File: src/rtl/ad_jesd_adc_pkg.sv
// ad_jesd_adc_pkg: shared constants and helpers for the JESD204 ADC
// transport stage.
package ad_jesd_adc_pkg;

  localparam int CONTAINER_W     = 16;
  localparam int OCTETS_PER_LANE = 4;
  localparam int LANE_W          = OCTETS_PER_LANE * 8;

  typedef logic [1:0] oct_t;

  function automatic int chan_of(input int k, input int nch);
    return k % nch;
  endfunction

  function automatic logic is_onehot4(input logic [3:0] v);
    return (v != 4'd0) && ((v & (v - 4'd1)) == 4'd0);
  endfunction

  function automatic oct_t oct_idx(input logic [3:0] v);
    oct_t r;
    case (v)
      4'b0010: r = 2'd1;
      4'b0100: r = 2'd2;
      4'b1000: r = 2'd3;
      default: r = 2'd0;
    endcase
    return r;
  endfunction

endpackage

File: src/rtl/ad_jesd_adc_fmt.sv
// ad_jesd_adc_fmt: one 16-bit sample container to formatted sample,
// with over-range detect on the raw sample bits.
module ad_jesd_adc_fmt
  import ad_jesd_adc_pkg::*;
#(
  parameter int SAMPLE_WIDTH = 12
) (
  input  logic [CONTAINER_W-1:0] i_c,
  input  logic                   i_en,
  input  logic                   i_dfmt_en,
  input  logic                   i_type,
  input  logic                   i_se,
  output logic [CONTAINER_W-1:0] o_d,
  output logic                   o_or
);

  localparam int SW = SAMPLE_WIDTH;

  logic [SW-1:0]          w_s;
  logic [SW-1:0]          w_t;
  logic [CONTAINER_W-1:0] w_ext;

  assign w_s = i_c[CONTAINER_W-1 -: SW];
  assign w_t = {w_s[SW-1] ^ i_type, w_s[SW-2:0]};

  if (SW < CONTAINER_W) begin : g_ext
    assign w_ext = {{(CONTAINER_W-SW){i_se & w_t[SW-1]}}, w_t};
  end else begin : g_full
    assign w_ext = w_t;
  end

  assign o_or = (&w_s) | ~(|w_s);

  // over-range is judged before masking so disabled channels still flag
  always_comb begin
    o_d = '0;
    if (i_en) begin
      o_d = i_dfmt_en ? w_ext : i_c;
    end
  end

endmodule

File: src/rtl/ad_jesd_adc_unpack.sv
// ad_jesd_adc_unpack: JESD204 ADC transport stage - frame realign,
// per-channel formatting and an output FIFO towards the DMA.
module ad_jesd_adc_unpack
  import ad_jesd_adc_pkg::*;
#(
  parameter int NUM_LANES    = 8,
  parameter int NUM_CHANNELS = 1,
  parameter int SAMPLE_WIDTH = 12,
  parameter int FIFO_DEPTH   = 4
) (
  input  logic                             adc_clk,
  input  logic                             adc_rstn,
  input  logic [NUM_LANES*32-1:0]          rx_data,
  input  logic [3:0]                       rx_sof,
  input  logic                             rx_valid,
  output logic                             rx_ready,
  input  logic [NUM_CHANNELS-1:0]          adc_enable,
  input  logic                             adc_dfmt_enable,
  input  logic                             adc_dfmt_type,
  input  logic                             adc_dfmt_se,
  output logic [NUM_LANES*32-1:0]          adc_data,
  output logic                             adc_valid,
  input  logic                             adc_ready,
  output logic [NUM_CHANNELS-1:0]          adc_or,
  input  logic                             adc_or_clr,
  output logic                             adc_dovf,
  input  logic                             adc_dovf_clr,
  output logic                             adc_align_err,
  output logic [$clog2(FIFO_DEPTH+1)-1:0]  adc_fifo_level
);

  localparam int DW    = NUM_LANES * LANE_W;
  localparam int NCONT = DW / CONTAINER_W;
  localparam int PW    = $clog2(FIFO_DEPTH);
  localparam int LW    = $clog2(FIFO_DEPTH+1);

  // S1: input register
  logic          r_s1_v;
  logic [DW-1:0] r_s1_data;
  logic [3:0]    r_s1_sof;

  always_ff @(posedge adc_clk or negedge adc_rstn) begin
    if (!adc_rstn) begin
      r_s1_v    <= 1'b0;
      r_s1_data <= '0;
      r_s1_sof  <= '0;
    end else begin
      r_s1_v <= rx_valid;
      if (rx_valid) begin
        r_s1_data <= rx_data;
        r_s1_sof  <= rx_sof;
      end
    end
  end

  // S2: frame alignment
  logic          w_sof_oh;
  logic          w_sof_bad;
  oct_t          w_off;
  logic [DW-1:0] w_aligned;
  oct_t          r_off;
  logic [DW-1:0] r_prev;
  logic          r_s2_v;
  logic [DW-1:0] r_s2_data;
  logic          r_align_err;

  assign w_sof_oh  = is_onehot4(r_s1_sof);
  assign w_sof_bad = (|r_s1_sof) & ~w_sof_oh;
  assign w_off     = w_sof_oh ? oct_idx(r_s1_sof) : r_off;

  // offset 0 is already frame aligned; others borrow from the prior beat
  always_comb begin
    w_aligned = '0;
    for (int n = 0; n < NUM_LANES; n++) begin
      case (w_off)
        2'd1: w_aligned[LANE_W*n +: LANE_W] =
                {r_prev[LANE_W*n +: 24], r_s1_data[LANE_W*n+24 +: 8]};
        2'd2: w_aligned[LANE_W*n +: LANE_W] =
                {r_prev[LANE_W*n +: 16], r_s1_data[LANE_W*n+16 +: 16]};
        2'd3: w_aligned[LANE_W*n +: LANE_W] =
                {r_prev[LANE_W*n +: 8], r_s1_data[LANE_W*n+8 +: 24]};
        default: w_aligned[LANE_W*n +: LANE_W] =
                r_s1_data[LANE_W*n +: LANE_W];
      endcase
    end
  end

  always_ff @(posedge adc_clk or negedge adc_rstn) begin
    if (!adc_rstn) begin
      r_off       <= '0;
      r_prev      <= '0;
      r_s2_v      <= 1'b0;
      r_s2_data   <= '0;
      r_align_err <= 1'b0;
    end else begin
      r_s2_v <= r_s1_v;
      if (r_s1_v) begin
        r_off     <= w_off;
        r_prev    <= r_s1_data;
        r_s2_data <= w_aligned;
        if (w_sof_bad) begin
          r_align_err <= 1'b1;
        end
      end
    end
  end

  // S3: per-container format
  logic [DW-1:0]           w_fmt;
  logic [NCONT-1:0]        w_cont_or;
  logic [NUM_CHANNELS-1:0] w_ch_or;
  logic                    r_s3_v;
  logic [DW-1:0]           r_s3_data;
  logic [NUM_CHANNELS-1:0] r_or;

  for (genvar k = 0; k < NCONT; k++) begin : g_fmt
    ad_jesd_adc_fmt #(
      .SAMPLE_WIDTH (SAMPLE_WIDTH)
    ) u_fmt (
      .i_c       (r_s2_data[CONTAINER_W*k +: CONTAINER_W]),
      .i_en      (adc_enable[chan_of(k, NUM_CHANNELS)]),
      .i_dfmt_en (adc_dfmt_enable),
      .i_type    (adc_dfmt_type),
      .i_se      (adc_dfmt_se),
      .o_d       (w_fmt[CONTAINER_W*k +: CONTAINER_W]),
      .o_or      (w_cont_or[k])
    );
  end

  always_comb begin
    w_ch_or = '0;
    for (int k = 0; k < NCONT; k++) begin
      w_ch_or[chan_of(k, NUM_CHANNELS)] =
        w_ch_or[chan_of(k, NUM_CHANNELS)] | w_cont_or[k];
    end
  end

  always_ff @(posedge adc_clk or negedge adc_rstn) begin
    if (!adc_rstn) begin
      r_s3_v    <= 1'b0;
      r_s3_data <= '0;
      r_or      <= '0;
    end else begin
      r_s3_v <= r_s2_v;
      if (r_s2_v) begin
        r_s3_data <= w_fmt;
      end
      r_or <= (r_s2_v ? w_ch_or : '0) | (adc_or_clr ? '0 : r_or);
    end
  end

  // output FIFO, show-ahead
  logic [DW-1:0] r_mem [FIFO_DEPTH];
  logic [PW-1:0] r_wp;
  logic [PW-1:0] r_rp;
  logic [LW-1:0] r_level;
  logic          r_dovf;
  logic          w_full;
  logic          w_pop;
  logic          w_push;
  logic          w_drop;

  assign w_full = (r_level == LW'(FIFO_DEPTH));
  assign w_pop  = (r_level != '0) & adc_ready;
  assign w_push = r_s3_v & (~w_full | w_pop);
  assign w_drop = r_s3_v & w_full & ~w_pop;

  always_ff @(posedge adc_clk or negedge adc_rstn) begin
    if (!adc_rstn) begin
      for (int i = 0; i < FIFO_DEPTH; i++) begin
        r_mem[i] <= '0;
      end
      r_wp    <= '0;
      r_rp    <= '0;
      r_level <= '0;
      r_dovf  <= 1'b0;
    end else begin
      if (w_push) begin
        r_mem[r_wp] <= r_s3_data;
        r_wp        <= r_wp + PW'(1);
      end
      if (w_pop) begin
        r_rp <= r_rp + PW'(1);
      end
      case ({w_push, w_pop})
        2'b10:   r_level <= r_level + LW'(1);
        2'b01:   r_level <= r_level - LW'(1);
        default: r_level <= r_level;
      endcase
      r_dovf <= w_drop | (adc_dovf_clr ? 1'b0 : r_dovf);
    end
  end

  assign rx_ready       = 1'b1;
  assign adc_valid      = (r_level != '0);
  assign adc_data       = adc_valid ? r_mem[r_rp] : '0;
  assign adc_or         = r_or;
  assign adc_dovf       = r_dovf;
  assign adc_align_err  = r_align_err;
  assign adc_fifo_level = r_level;

endmodule

File: config.mk
export PLATFORM = sky130hd
export DESIGN_NAME = ad_jesd_adc_unpack
export DESIGN_NICKNAME = d
export VERILOG_FILES = /design/src/rtl/ad_jesd_adc_pkg.sv /design/src/rtl/ad_jesd_adc_fmt.sv /design/src/rtl/ad_jesd_adc_unpack.sv
export SDC_FILE = /design/constraint.sdc
export NUM_CORES = 2
export LEC_CHECK = 0
export ABC_AREA = 1
export ABC_CLOCK_PERIOD_IN_PS = 2700
export BUFFER_PORTS_ARGS = -buffer_cell sky130_fd_sc_hd__buf_4
export CORE_MARGIN = 1.5
export CORE_UTILIZATION = 46
export DETAILED_ROUTE_END_ITERATION = 7
export GPL_TIMING_DRIVEN = 1
export PLACE_DENSITY_LB_ADDON = 0.15
export SLEW_MARGIN = 20
export SYNTH_ARGS = -nofsm -noshare
export SYNTH_HDL_FRONTEND = slang
export SYNTH_SLANG_ARGS = --single-unit
File: constraint.sdc
create_clock -name adc_clk -period 2.7 [get_ports adc_clk]
set_input_delay 0.135 -clock adc_clk [delete_from_list [all_inputs] [get_ports adc_clk]]
set_output_delay 0.135 -clock adc_clk [all_outputs]
set_load 0.03 [all_outputs]
==> summary.md <==
| Metric | Value |
|---|---|
| Pins Over Slew Limit | `0` |
| Residual DRC | `0` |
| Final setup viols | `256` |
| H-tree Lvls | `4` |
| Number of iterations in the first detailed-routing pass | `6` |
| Syn. warnings | `0` |
| Worst hold path endpoint | `r_s1_data[62]$_DFFE_PN0P_` |
| Worst reg2reg setup slack | `0.26 ns` |
| Largest net degree at the start of global routing | `227` |
| Global-route wire length before repair | `506 mm` |
| Clock tree from TritonCTS | `done` |
| Post-route ant nets | `0` |
| Overall power | `140 mW` |
| CP startpoint kind | `flip-flop` |
| Layout net count | `12900` |
| Clk buf depth | `3` |
| Final WS setup | `-0.237 ns` |
| Hold crit path type | `in2reg` |
| Max Cap Viol | `0` |
| Max-slew headroom | `18.4%` |
| Total grt overflow | `0` |
| GRT Resource Usage Total | `31.1%` |
| Worst hold path startpoint | `rx_data[62]` |
| Avg Synthesized Cell Area | `8.00 sq um` |
| Worst path required time | `2.57 ns` |
| Highest clock rate | `341 MHz` |
| Critical Path AT | `2.80 ns` |
| Core area | `205000 sq um` |
| Clk pin slew, worst setup/hold paths | `0.06 ns` |
| CTS root buffer | `clkbuf_16` |
| Max VDD drop | `0.00108 V` |
| Via Count | `87200` |
| Failing checks | `negative setup slack` |
| Clk sink count | `2003` |
| Most common cell after layout, fill and taps aside | `nand2_1` |
| Commonest non-fill, non-tap cells in the layout | `nand2_1, dfrtp_1, o21ai_0` |
| Lkg Pwr | `52.7 nW` |
| Die H | `457 microns` |
| Setup Skew | `0.0329 ns` |
| Outcome | `complete, but fails checks` |
| CP endpoint kind | `output pin` |
| Avg WL per Cell | `22.3 microns` |
| Crit Path Class | `reg2out` |
| Syn Nets | `12100` |
| Final Critical Period | `2.94 ns` |
| RSZ-0062 raised after global routing | `true` |
| Layout area overhead | `24.4%` |
| Die Width | `457 microns` |
| Initial antenna violation count | `7` |
| Final hold vios | `0` |
| #FFs+latches synth | `2003` |
| Port Buf Inserts | `532` |
| Effective utilization at floorplan | `46.3%` |
| Worst hold path depth | `4` |
| Cells after synthesis | `11800` |
| Worst setup path start | `r_rp[0]$_DFFE_PN0P_` |
| DRT iter0 DRCs | `9182` |
| Worst-Margin Slew | `1.22 ns` |
| Routed WL | `345 mm` |
| Synth top area cells | `dfrtp_1, nand2_1, o21ai_0, a21oi_1, inv_1` |
| PwrDens | `1190 nW/um^2` |
| DP HPWL | `211 mm` |
| Post-synth top area cell | `dfrtp_1` |
| Die footprint | `209000 sq um` |
| Ratio of cells with drive above 1 in the final layout | `12.3%` |
| Netlist cell types | `30` |
| Reg2reg path depth | `12` |
| Total CTS buffers | `216` |
| RePlAce Congestion | `0.915` |
| Reg2reg end | `r_s2_data[99]$_DFFE_PN0P_` |
| Worst Path Max Fanout | `15` |
| Fin crit share | `109%` |
| Num ports | `534` |
| Post-Syn Area | `94700 sq um` |
| Vias per inst | `5.64` |
| Vias in the first global route | `83700` |
| Util after Layout | `57.6%` |
| Clk_lat worst skew | `0.88 ns` |
| Post-synth top area share | `52.9%` |
| Worst r2r src | `r_s1_sof[1]$_DFFE_PN0P_` |
| Row count | `166` |
| Sequential share of the synthesized area | `52.9%` |
==> where the power goes <==
group	total (mW)	leakage (nW)	internal, mW	switching, mW
combinational	64.6	24.3	24.4	40.2
clock	30.0	3.49	17.2	12.9
sequential	45.7	24.9	39.9	5.78
total	140	52.7	81.5	58.8
==> metal layers <==
metal | vias up | global-route usage [%] | routed length [microns]
li1 | 40000 | - | -
met1 | 43000 | 42.7 | 145000
met2 | 3550 | 48.7 | 157000
met3 | 716 | 4.08 | 24400
met4 | 4 | 15.6 | 18800
met5 | - | 0 | 23
==> cells in the mapped netlist, drive strengths merged <==
cell    count
nand2    2643
dfrtp    2003
o21ai    1929
inv      1253
a21oi    1186
nand3     682
nor2      617
o21a      512
clkbuf    455
buf       423
o22ai     115
ha          5
nor3        4
or2         4
xor2        4
clkinv      2
conb        1
fa          1
nand3b      1
o21bai      1
xnor2       1
==> per-stage QoR <==
step | setup TNS, ns | std cells | cell area [sq um] | setup WS [ns] | hold WS, ns
2_1_floorplan | 0 | 11800 | 94700 | 0.417 | -0.161
3_3_place_gp | 0 | 14500 | 103000 | 0.313 | 0.170
3_5_place_dp | 0 | 14500 | 103000 | 0.324 | 0.172
4_1_cts | -45.98 | 15400 | 115000 | -0.262 | 0.00578
5_1_grt | -47.87 | 15500 | 118000 | -0.292 | 0.0526
6_report | -30.72 | 15500 | 118000 | -0.237 | 0.0504
==> how the worst max path moves through the flow <==
stage / to / slack [ns]
CTS: adc_data[102] / -0.26
detailed placement: r_s2_data[90]$_DFFE_PN0P_ / 0.32
global route: adc_data[98] / -0.29
finish: adc_data[2] / -0.24
global placement: r_s2_data[73]$_DFFE_PN0P_ / 0.31
floorplan: adc_fifo_level[2]$_DFFE_PN0P_ / 0.42
==> layout make-up <==
type | instances | area, sq um
clock buffer | 328 | 6390
clock inverter | 56 | 747
sequential | 2003 | 50100
inverter | 1255 | 4790
timing repair inverter | 4 | 53.8
timing repair buffer | 1415 | 15300
multi-input combinational | 7706 | 37100
antenna | 5 | 12.5
fill | 18300 | 86700
tap | 2688 | 3360
==> critical path, cell delays in order (launching register included) <==
cell and delay [ns]:
dfrtp_4 0.61, buf_12 0.21, buf_4 0.18, buf_8 0.15, a21oi_1 0.13, o21ai_1 0.10, a21oi_2 0.32, buf_6 0.19
==> cells by family (layout without fill, tap and decap cells) <==
kind of cell | after synthesis | in the layout | synth area share (%)
xor+xnor | 5 | 5 | 0.0462
fa+ha+maj | 6 | 6 | 0.0872
compound gates | 3743 | 3743 | 21.3
simple gates | 3951 | 3951 | 16.6
other cells | 1 | 6 | 0.00396
buf+inv | 2133 | 3058 | 9.05
flops | 2003 | 2003 | 52.9
==> flip-flops by register name, summed over array words and instances (netlist names), 2 cells and up <==
register / cells
adc_fifo_level: 3
r_mem: 1024
r_off: 2
r_prev: 192
r_rp: 2
r_s1_data: 256
r_s1_sof: 4
r_s2_data: 256
r_s3_data: 256
r_wp: 2
==> timing repair <==
item / 4_1_cts / 5_1_grt
pin swaps: 65 / 123
endpoints found under the hold margin: 1684 / 0
buffers inserted: 17 / 22
endpoints found under the setup margin: 256 / 256
resized for setup: 171 / 430
hold buffers: 447 / 0
cloned: 16 / 46
(Power assumes the default switching activity.)
